File: config.mk
export PLATFORM = sky130hd
export DESIGN_NAME = aidan_mcnay_prime_sched
export DESIGN_NICKNAME = d
export VERILOG_FILES = /design/src/rtl/aidan_mcnay_prime_sched.sv
export SDC_FILE = /design/constraint.sdc
export NUM_CORES = 1
export LEC_CHECK = 0
export CAP_MARGIN = 20
export CORE_MARGIN = 2
export CORE_UTILIZATION = 30
export CTS_BUF_LIST = sky130_fd_sc_hd__clkbuf_8
export DETAILED_ROUTE_END_ITERATION = 12
export PLACE_DENSITY = 0.54
export SLEW_MARGIN = 20
export SYNTH_ARGS = -nofsm -noshare
export SYNTH_HDL_FRONTEND = slang
export SYNTH_SLANG_ARGS = --single-unit
File: constraint.sdc
create_clock -name clk -period 2.2 [get_ports clk]
set_input_delay 0.44 -clock clk [delete_from_list [all_inputs] [get_ports clk]]
set_output_delay 0.44 -clock clk [all_outputs]
set_load 0.05 [all_outputs]
File: src/rtl/aidan_mcnay_prime_sched.sv
// Trial-division scheduler for the prime detector: feeds N mod d requests to a
// shared remainder unit for d = 2, 3, 5, 7, ... while d*d <= N, then reports the verdict.
module aidan_mcnay_prime_sched #(
  parameter int nbits = 16
) (
  input  logic             clk,
  input  logic             reset,

  input  logic [nbits-1:0] cand,
  input  logic             istream_val,
  output logic             istream_rdy,

  output logic             is_prime,
  output logic [nbits-1:0] factor,
  output logic             ostream_val,
  input  logic             ostream_rdy,

  output logic [nbits-1:0] div_opa,
  output logic [nbits-1:0] div_opb,
  output logic             div_istream_val,
  input  logic             div_istream_rdy,

  input  logic [nbits-1:0] div_result,
  input  logic             div_ostream_val,
  output logic             div_ostream_rdy
);

  localparam int SW = 2 * nbits;

  localparam logic [2:0] IDLE  = 3'd0;
  localparam logic [2:0] CHECK = 3'd1;
  localparam logic [2:0] ISSUE = 3'd2;
  localparam logic [2:0] WAIT  = 3'd3;
  localparam logic [2:0] DONE  = 3'd4;

  logic [2:0]       state;
  logic [2:0]       state_next;

  logic [nbits-1:0] n_reg;
  logic [nbits-1:0] d_reg;
  logic [SW-1:0]    sq;
  logic             is_prime_reg;
  logic [nbits-1:0] factor_reg;

  logic [nbits-1:0] d_next;
  logic [SW-1:0]    sq_next;
  logic [SW-1:0]    d_wide;
  logic [SW-1:0]    n_wide;
  logic             cand_small;
  logic             sq_exceeds;
  logic             rem_zero;

  // sq tracks d*d incrementally: (d+2)^2 = d^2 + 4d + 4, with the 2 -> 3 step special-cased.
  assign d_wide     = {{nbits{1'b0}}, d_reg};
  assign n_wide     = {{nbits{1'b0}}, n_reg};
  assign d_next     = (d_reg == nbits'(2)) ? nbits'(3) : d_reg + nbits'(2);
  assign sq_next    = (d_reg == nbits'(2)) ? SW'(9) : sq + (d_wide << 2) + SW'(4);
  assign cand_small = (cand < nbits'(2));
  assign sq_exceeds = (sq > n_wide);
  assign rem_zero   = (div_result == '0);

  always_comb begin
    state_next = state;
    case (state)
      IDLE:    if (istream_val) state_next = cand_small ? DONE : CHECK;
      CHECK:   state_next = sq_exceeds ? DONE : ISSUE;
      ISSUE:   if (div_istream_rdy) state_next = WAIT;
      WAIT:    if (div_ostream_val) state_next = rem_zero ? DONE : CHECK;
      DONE:    if (ostream_rdy) state_next = IDLE;
      default: state_next = IDLE;
    endcase
  end

  always_ff @(posedge clk) begin
    if (reset) state <= IDLE;
    else       state <= state_next;
  end

  always_ff @(posedge clk) begin
    if (reset) begin
      n_reg        <= '0;
      d_reg        <= nbits'(2);
      sq           <= SW'(4);
      is_prime_reg <= 1'b0;
      factor_reg   <= '0;
    end else begin
      case (state)
        IDLE: begin
          if (istream_val) begin
            n_reg        <= cand;
            d_reg        <= nbits'(2);
            sq           <= SW'(4);
            is_prime_reg <= 1'b0;
            factor_reg   <= '0;
          end
        end
        CHECK: begin
          if (sq_exceeds) begin
            is_prime_reg <= 1'b1;
            factor_reg   <= n_reg;
          end
        end
        WAIT: begin
          if (div_ostream_val) begin
            if (rem_zero) begin
              is_prime_reg <= 1'b0;
              factor_reg   <= d_reg;
            end else begin
              d_reg <= d_next;
              sq    <= sq_next;
            end
          end
        end
        default: begin
        end
      endcase
    end
  end

  // Operands come straight from registers, so they stay stable through ISSUE stalls.
  assign istream_rdy     = (state == IDLE);
  assign ostream_val     = (state == DONE);
  assign div_istream_val = (state == ISSUE);
  assign div_ostream_rdy = (state == WAIT);
  assign div_opa         = n_reg;
  assign div_opb         = d_reg;
  assign is_prime        = is_prime_reg;
  assign factor          = factor_reg;

endmodule

==> reports/qor.txt <==
Die Area: 18100 um2
Clock power frac: 23.0%
Hold EP: sq[20]
Largest register FFs: 31
Clock Path Buffers: 2
WS Path Type: reg -> reg
layout cell share with drive strength beyond 1: 40.7%
Worst R2R Path Depth: 10
Core Region: 16600 um2
I/O pin count: 91
dominant synthesized flop cell: dfxtp_1
hold_sp: reset
Pleak: 3.26 nW
Final Wtd Congestion: 0.825
worst slew pin tran: 0.677 ns
ant diodes: 0
Layout area overhead: 64.5%
Initial Utilization: 30.8%
Post-synth EDFFs: 0
FF-to-FF setup slack: -0.31 ns
fillcell total: 1563
CTS Sinks: 83
area share of the largest cell type after synthesis: 32.4%
cell taking the most area after synthesis: dfxtp_1
max_slew headroom: 54.9%
placed wire-length estimate: 13.5 mm
maximum clock rate: 0.399 GHz
Setup TNS Final: -7.21 ns
status: finished with violations
Nets: 886
I/O Buffers: 90
row count: 47
combinational power share: 43.3%
syn avg cell area: 8.50 um2
via count: 5399
placed cell count: 994
final global-route overflow total: 0
max cap viols: 0
Reg power frac: 33.7%
Synth Register Bits: 83
Psw: 2.04 mW
DRC: 0
H-tree depth: 3
Post-Syn Area: 5120 um2
VDD IR max: 0.421 mV
RSZ-0062 raised after global routing: yes
synth top area cells: dfxtp_1 32%, ha_1 12%, a21oi_1 4.9%
failing checks: negative setup slack
final antenna-violating net count: 0
final hold violations: 0
die width: 135 um
ys async rst share: 0%
reg2reg end: factor[10]
vias in the first global route: 5618
Non-Filler Instances: 1024
period utilisation layout: 114%
Top reg by flops: sq
Mapped Cells: 603
hold crit path type: in -> reg
crit end category: flip-flop
final worst slack: -0.308 ns
r2r startpoint: div_opa[11]
DR iter-0 viols: 326
initial antenna violation count: 0
fin util: 50.7%
PD cells: 605 nW/um2
Post-CTS Hold Buffers: 0
CTS root buf: clkbuf_8
Ys Warns: 0
setup violators final: 36
CP Max Fanout: 14
count of pins over their slew limit: 0
first-pass GRT wire length: 30.0 mm
sequential share of the synthesized area: 32.4%
Final min period: 2.51 ns
CP arrival: 2.76 ns
die height: 135 um
Clock Skew: 0.0148 ns
1st-pass router iterations: 5
worst slack, placed: -0.390 ns
Clock transition at path regs: 0.10 ns
CTS Buf Count: 9
WL final: 18.5 mm
worst hold stages: 2
drt wl/cell: 18.1 um
syn_nets: 690
Total GRT Usage: 20.8%
pin count of the biggest net entering global routing: 51
Int Power: 3.05 mW
vias per cell: 5.27
worst-skew pair later-pin latency: 0.39 ns
CP required: 2.45 ns
Yosys cell types: 67
switching share of power: 40.1%
TritonCTS clock tree: built
CP startpoint kind: flip-flop
[worst max path at each step]
stage                  start          to  cells past startpoint
2_1_floorplan     div_opb[1]      sq[21]                     11
3_3_place_gp   div_result[1]   factor[8]                      8
3_5_place_dp   div_result[1]   factor[1]                      8
4_1_cts          div_opa[11]  factor[10]                     10
5_1_grt           div_opb[0]      sq[27]                     14
6_report         div_opa[11]  factor[10]                     10
[final cells by class]
| cell class | count | area, um2 | area share (%) |
|---|---|---|---|
| multi-input cells | 465 | 4060 | 48.2 |
| repair buffers | 215 | 2020 | 23.9 |
| flip-flops and latches | 83 | 1780 | 21.1 |
| well taps | 220 | 275 | 3.27 |
| clock buffers | 9 | 124 | 1.47 |
| inverters | 25 | 95.1 | 1.13 |
| clock inverters | 7 | 75.1 | 0.891 |
[per-layer routing]
| layer | global-route usage (%) | vias to the layer above | routed length (um) |
|---|---|---|---|
| met5 | 0 | - | 0 |
| met1 | 27.7 | 2612 | 8650 |
| li1 | - | 2604 | - |
| met3 | 3.94 | 26 | 872 |
| met2 | 34.5 | 157 | 8680 |
| met4 | 5.85 | 0 | 346 |
[cell families after synthesis]
family / count (synthesis) / share of synthesized area [%]
mux: 1 / 0.220
buf+inv: 55 / 4.71
compound gates: 162 / 23.7
xor+xnor: 34 / 5.81
fa+ha+maj: 49 / 12.1
flops: 83 / 32.4
simple gates: 219 / 21.1
[worst max-delay path: stages (launching register included)]
cell	delay (ns)
dfxtp_4	0.36
inv_2	0.06
ha_4	0.19
and2_4	0.15
a221o_1	0.33
a221oi_2	0.38
o21ai_2	0.13
a211o_4	0.39
buf_12	0.17
a21oi_2	0.14
a211oi_2	0.06
[synth_stat cells (2+ instances only)]
cell,n
a2111oi_0,2
a211oi_2,16
a21o_1,4
a21oi_1,50
a21oi_2,14
a221oi_1,17
a22o_1,5
a22oi_1,3
a311oi_1,2
a31oi_1,7
and2_1,4
and3_1,5
and4_1,4
buf_1,2
buf_2,7
buf_6,3
clkbuf_1,17
dfxtp_1,83
ha_1,48
inv_1,23
nand2_1,60
nand2b_1,6
nand3_1,26
nand3b_1,2
nand4_1,8
nor2_1,54
nor2b_1,5
nor3_1,10
nor3_2,3
nor3b_1,3
nor4_1,18
o211ai_1,3
o21a_1,3
o21ai_0,9
o21ai_1,9
o21bai_1,3
or2_1,3
xnor2_1,11
xor2_1,23
[cells in the final DEF, fill, tap and decap left out, types with 5 or more instances in the layout]
cell	count
xor2_1	23
nand3_1	18
a21oi_1	41
nor2_1	49
nor4_1	16
ha_1	15
buf_4	105
a211oi_2	16
a21oi_4	8
nand4_1	8
dlymetal6s2s_1	6
buf_6	14
a221oi_1	16
dfxtp_2	14
a21oi_2	15
a22o_1	5
o21ai_0	8
dfxtp_1	42
buf_12	9
clkbuf_8	9
nand2b_1	6
nand2_1	55
and3_1	5
nand3_2	5
xnor2_1	11
nor3_1	9
ha_4	33
dfxtp_4	27
o21ai_2	6
inv_2	7
clkdlybuf4s50_1	75
inv_1	17
[stage by stage]
stage / hold slack (ns) / total power [mW] / cell area (um2)
floorplan: 0.452 / 3.01 / 5560
CTS: 0.367 / 5.02 / 8150
global placement: 0.477 / 3.76 / 7490
finish: 0.374 / 5.10 / 8430
detailed placement: 0.487 / 3.78 / 7490
global route: 0.386 / 5.33 / 8430
[what timing repair did]
action	4_1_cts	5_1_grt
gates resized for setup	79	46
endpoints found under the setup margin	47	57
pin swaps	52	28
buffers inserted	8	7
cloned	0	1
[power by group through the flow]
| stage | clock network, mW | logic (mW) | registers, mW |
|---|---|---|---|
| after floorplan | 0 | 0.883 | 2.12 |
| after global placement | 0 | 2.02 | 1.74 |
| after detailed placement | 0 | 2.04 | 1.73 |
| after CTS | 1.21 | 2.10 | 1.71 |
| after global routing | 1.26 | 2.34 | 1.73 |
| final | 1.17 | 2.21 | 1.72 |
(Power assumes the default switching activity.)
